<file path="config.mk">
export PLATFORM = sky130hd
export DESIGN_NAME = arm_data_mem_responder
export DESIGN_NICKNAME = d
export VERILOG_FILES = /design/src/rtl/arm_data_mem_responder.sv
export SDC_FILE = /design/constraint.sdc
export NUM_CORES = 2
export LEC_CHECK = 0
export ABC_AREA = 1
export BUFFER_PORTS_ARGS = -buffer_cell sky130_fd_sc_hd__buf_2
export CAP_MARGIN = 20
export CORE_MARGIN = 3
export CORE_UTILIZATION = 40
export DETAILED_ROUTE_END_ITERATION = 8
export GPL_ROUTABILITY_DRIVEN = 0
export PLACE_DENSITY = 0.64
export SYNTH_ARGS = -nofsm -noshare
export SYNTH_HDL_FRONTEND = slang
export SYNTH_SLANG_ARGS = --single-unit
</file>
<file path="constraint.sdc">
create_clock -name i_CLK -period 9.32 [get_ports i_CLK]
set_input_delay 0.466 -clock i_CLK [delete_from_list [all_inputs] [get_ports i_CLK]]
set_output_delay 0.466 -clock i_CLK [all_outputs]
set_load 0.01 [all_outputs]
</file>
<file path="src/rtl/arm_data_mem_responder.sv">
// Data-memory responder for the pipelined ARM core: word RAM with byte lanes,
// a fixed number of wait states per access and a combinational stall request.
module arm_data_mem_responder #(
    parameter int BusWidth   = 32,
    parameter int Depth      = 64,
    parameter int WaitStates = 2
) (
    input  logic                i_CLK,
    input  logic                i_RESET,
    input  logic                i_Mem_Read,
    input  logic                i_Mem_Write,
    input  logic [BusWidth-1:0] i_Data_Addr,
    input  logic [BusWidth-1:0] i_Write_Data,
    input  logic [3:0]          i_Byte_EN,
    output logic [BusWidth-1:0] o_Read_Data,
    output logic                o_Busy,
    output logic                o_Done,
    output logic                o_Addr_Error
);

    localparam int AW = $clog2(Depth);
    localparam int LoadInt = (WaitStates > 0) ? WaitStates - 1 : 0;
    localparam logic [3:0] LoadCnt = 4'(LoadInt);

    typedef enum logic {
        S_IDLE,
        S_WAIT
    } state_t;

    state_t state, state_nxt;
    logic [3:0] cnt, cnt_nxt;

    logic [BusWidth-1:0] lat_addr, lat_data;
    logic [3:0]          lat_be;
    logic                lat_wr;

    logic [BusWidth-1:0] mem [Depth];

    logic                req, start;
    logic [BusWidth-1:0] sel_addr, sel_data;
    logic [3:0]          sel_be;
    logic                sel_wr;
    logic                fault, complete, busy, wr_en;
    logic [AW-1:0]       idx;

    assign req   = i_Mem_Read | i_Mem_Write;
    assign start = (state == S_IDLE) && req && (WaitStates != 0);

    // While waiting, the latched copy of the request is authoritative.
    assign sel_addr = (state == S_WAIT) ? lat_addr : i_Data_Addr;
    assign sel_data = (state == S_WAIT) ? lat_data : i_Write_Data;
    assign sel_be   = (state == S_WAIT) ? lat_be   : i_Byte_EN;
    assign sel_wr   = (state == S_WAIT) ? lat_wr   : i_Mem_Write;

    assign idx   = sel_addr[AW+1:2];
    assign fault = (sel_addr[1:0] != 2'b00) ||
                   (sel_addr[BusWidth-1:AW+2] != '0);

    always_ff @(posedge i_CLK or posedge i_RESET) begin
        if (i_RESET) begin
            state    <= S_IDLE;
            cnt      <= 4'd0;
            lat_addr <= '0;
            lat_data <= '0;
            lat_be   <= 4'd0;
            lat_wr   <= 1'b0;
        end else begin
            state <= state_nxt;
            cnt   <= cnt_nxt;
            if (start) begin
                lat_addr <= i_Data_Addr;
                lat_data <= i_Write_Data;
                lat_be   <= i_Byte_EN;
                lat_wr   <= i_Mem_Write;
            end
        end
    end

    always_comb begin
        state_nxt = state;
        cnt_nxt   = cnt;
        unique case (state)
            S_IDLE: begin
                if (start) begin
                    state_nxt = S_WAIT;
                    cnt_nxt   = LoadCnt;
                end
            end
            S_WAIT: begin
                if (cnt == 4'd0) state_nxt = S_IDLE;
                else             cnt_nxt   = cnt - 4'd1;
            end
        endcase
    end

    // Outputs are forced low while reset is held, even with a request present.
    always_comb begin
        busy     = 1'b0;
        complete = 1'b0;
        if (!i_RESET) begin
            unique case (state)
                S_IDLE: begin
                    busy     = start;
                    complete = req && (WaitStates == 0);
                end
                S_WAIT: begin
                    busy     = (cnt != 4'd0);
                    complete = (cnt == 4'd0);
                end
            endcase
        end
    end

    assign wr_en        = complete && sel_wr && !fault;
    assign o_Busy       = busy;
    assign o_Done       = complete;
    assign o_Addr_Error = complete && fault;
    assign o_Read_Data  = (complete && !sel_wr && !fault) ? mem[idx] : '0;

    always_ff @(posedge i_CLK) begin
        if (wr_en) begin
            for (int k = 0; k < 4; k++) begin
                if (sel_be[k]) mem[idx][8*k +: 8] <= sel_data[8*k +: 8];
            end
        end
    end

endmodule

</file>
==> summary.md <==
| Metric | Value |
|---|---|
| Final worst-path setup slack | 3000 ps |
| FMAX | 0.158 GHz |
| Wire per inst | 20.8 um |
| Tmin final | 6320 ps |
| Die Span X | 487 um |
| YS warnings | 0 |
| Most used routing layer | met2 |
| Total GRT Usage | 0.218 |
| Layout cells sized above 1 | 0.0567 |
| Slew Limit Headroom | 0.220 |
| Cell area after layout | 103000 um^2 |
| Final Setup Violations | 0 |
| Max Cap Viol | 0 |
| Final Hold Vio Count | 0 |
| Post-CTS sizing | 0 |
| Tcrit/Tclk final | 0.678 |
| Largest net degree at the start of global routing | 200 |
| Most frequent cell after synthesis | nand2_1 |
| Number of synthesized flops with an enable pin | 2048 |
| Area after DPL | 95800 um^2 |
| CP cell instances | inv_2, nand2_2, buf_4, nand2_8, buf_12, nand2_1, o21ai_0, nand2_1, nand2_1, nand2_1, nand2_1, nand2_1, nand2_1, nor2_1, nand2_1, nor2_1, buf_2 |
| Pwr/cell area | 323 nW/um^2 |
| Final Max Slew Viols | 0 |
| Sw Share | 0.412 |
| Synth top area share | 0.665 |
| Crit path kind | flop to primary output |
| Cts bufs inserted | 210 |
| Root Buffer | clkbuf_16 |
| Synth Area per Inst | 9.82 um^2 |
| Synth Net Count | 9486 |
| Sequential share of power | 0.372 |
| Crit path max-delay cell type | dfrtp_4 |
| Clk_skew | 35.0 ps |
| Leakage Power | 42.7 nW |
| Row count | 175 |
| CP Launch Type | flop |
| Synth Area in Simple Gates | 0.210 |
| Synth Area in Adders | 0.000135 |
| Slew @ Worst Pin | 1170 ps |
| Largest family of logic cells by synthesized area | simple AND/OR/NAND/NOR gates |
| Reg2Reg Depth | 7 |
| Top delay family on crit path | simple AND/OR/NAND/NOR gates |
| Ports | 107 |
| Async set-reset flop share out of synthesis | 0.0349 |
| Die area | 237000 um^2 |
| Critical path fanouts, max | 199 |
| Via count | 64000 |
| Post-synth top flop | edfxtp_1 |
| Dpl cells | 12100 |
| R2r setup slk | 4360 ps |
| CTS Buffer Depth | 3 |
| Met2 Use GR | 0.344 |
| H-tree Lvls | 4 |
| Post-synthesis mux area share | 0 |
| Status | complete, no violations |
| Syn Inst Count | 9413 |
| Clk pwr share | 0.248 |
| CP endpoint kind | primary output |
| Seq/Total Area, Yosys | 0.685 |
| Required time of the critical path | 8850 ps |
| CP bufs+invs | 4 |
| Layout area overhead | 11.6% |
| Combinational Power Share | 0.380 |
| I/O Buffers | 106 |
| Non-filler cells, final | 12600 |
| Worst Setup SP | state |
| Residual DRC | 0 |
| Xor/xnor share of the synthesized area | 0 |
| Total power | 0.0333 W |
| Crit Reg-Reg Endpoint | mem[58][25] |
| DPL Wire Length | 148 mm |
| GRT Residual Overflow | 0 |
| First-pass GRT wire length | 389 mm |
| Place WS | 4130 ps |
| Slowest stage delay, CP | 690 ps |
| RSZ-0062 raised after global routing | no |
| Setup TNS | 0 ps |
| Post-DR vias/cell | 5.08 |
| Post-synthesis compound-gate area fraction | 0.0411 |
| DRT antenna net count | 0 |
| Cell Area, Synth | 92500 um^2 |
| HP Class | input pin to async pin |
| Synth area leaders | edfxtp_1, nand2_1, nor2_1, inv_1, o21ai_0 |
| Synth Register Bits | 2122 |
| Yosys top cell by area | edfxtp_1 |
| DR iter-0 viols | 7414 |
| TritonCTS clock tree | built |
| Worst EP arrival | 5850 ps |
| Worst-path clk slew | 60 ps |
| Final Net Count | 9479 |
| Met3 Usage GRT | 0.0440 |
| Worst-Skew Late Latency | 850 ps |
| WL final | 262 mm |
| Pint | 0.0196 W |
| Switching Power | 0.0137 W |
| GRT met1 Usage | 0.296 |
| Number of global-route vias before repair | 61300 |
| Max IR drop VDD | 0.000313 V |
| Total core area | 229000 um^2 |
| Clock sinks | 2122 |
| Die Y | 487 um |
| Yosys cell types | 31 |
| Drt pass-1 iters | 6 |
| Top cells by count, synth | nand2_1, edfxtp_1, nor2_1 |
| Starting Density | 0.405 |
| FF-to-FF Start | state |
| Most common cell on crit path | nand2_1 |
| Initial antenna violation count | 22 |
==> flip-flops by register name (all words and copies together), names as in the netlist <==
name	count
lat_addr	32
lat_data	32
lat_be	4
mem	2048
lat_wr	1
state	1
cnt	4
==> cells in the final DEF, fill, tap and decap left out, drive strengths merged <==
cell	instances
nand2	3676
edfxtp	2048
nor2	1296
inv	976
o21ai	719
clkbuf	266
buf	194
clkinv	96
dfrtp	74
dlygate4sd3	70
nand3	56
a21oi	35
nand3b	31
bufinv	16
diode	13
nand4	8
clkinvlp	6
nor3	5
or2	5
a21boi	1
nor4	1
o21a	1
o22ai	1
ha	1
==> worst max-delay path by stage <==
stage	end	depth (start not counted)
final	o_Read_Data[3]	17
after global routing	o_Read_Data[3]	17
after CTS	o_Read_Data[31]	17
after detailed placement	o_Read_Data[31]	17
after global placement	o_Read_Data[31]	17
after floorplan	mem[0][23]	5
==> logic make-up after synthesis <==
| family | after synthesis |
|---|---|
| buf+inv | 1455 |
| compound gates | 757 |
| flops | 2122 |
| simple gates | 5078 |
| fa+ha+maj | 1 |
==> what timing repair did <==
| action | CTS | global route |
|---|---|---|
| setup buffers | 0 | 0 |
| hold buffers | 70 | 0 |
| endpoints found under the hold margin | 75 | 0 |
==> power groups by stage <==
stage / clock network (W) / registers (W) / logic [W]
2_1_floorplan: 0 / 0.0128 / 0.00779
3_3_place_gp: 0 / 0.0126 / 0.0123
3_5_place_dp: 0 / 0.0126 / 0.0125
4_1_cts: 0.00836 / 0.0124 / 0.0125
5_1_grt: 0.00874 / 0.0124 / 0.0139
6_report: 0.00825 / 0.0124 / 0.0127
==> worst min-delay path, cell delays in order <==
cell and delay, ps:
dlygate4sd3_1 540, buf_2 160, clkinv_2 110
==> cell type report <==
| class | count | area [um^2] |
|---|---|---|
| tap | 3009 | 3760 |
| multi-input combinational | 5836 | 23700 |
| clock inverter | 122 | 1130 |
| fill | 21100 | 125000 |
| timing repair buffer | 264 | 2060 |
| clock buffer | 266 | 5490 |
| antenna | 13 | 32.5 |
| inverter | 972 | 3650 |
| sequential | 2122 | 63400 |
==> stage by stage <==
| stage | utilization | hold WS (ps) |
|---|---|---|
| after floorplan | - | 441 |
| after detailed placement | 0.419 | 391 |
| after CTS | 0.451 | 8.83 |
| final | 0.451 | 99.6 |
| after global routing | 0.451 | 75.9 |
| after global placement | 0.419 | 384 |
==> metal layers <==
metal / vias up / wire length, um
met5: - / 80
met4: 6 / 10100
met3: 432 / 25900
met2: 2786 / 120000
met1: 30700 / 106000
li1: 30000 / -
Note: power is estimated with default switching activity, not from simulation.
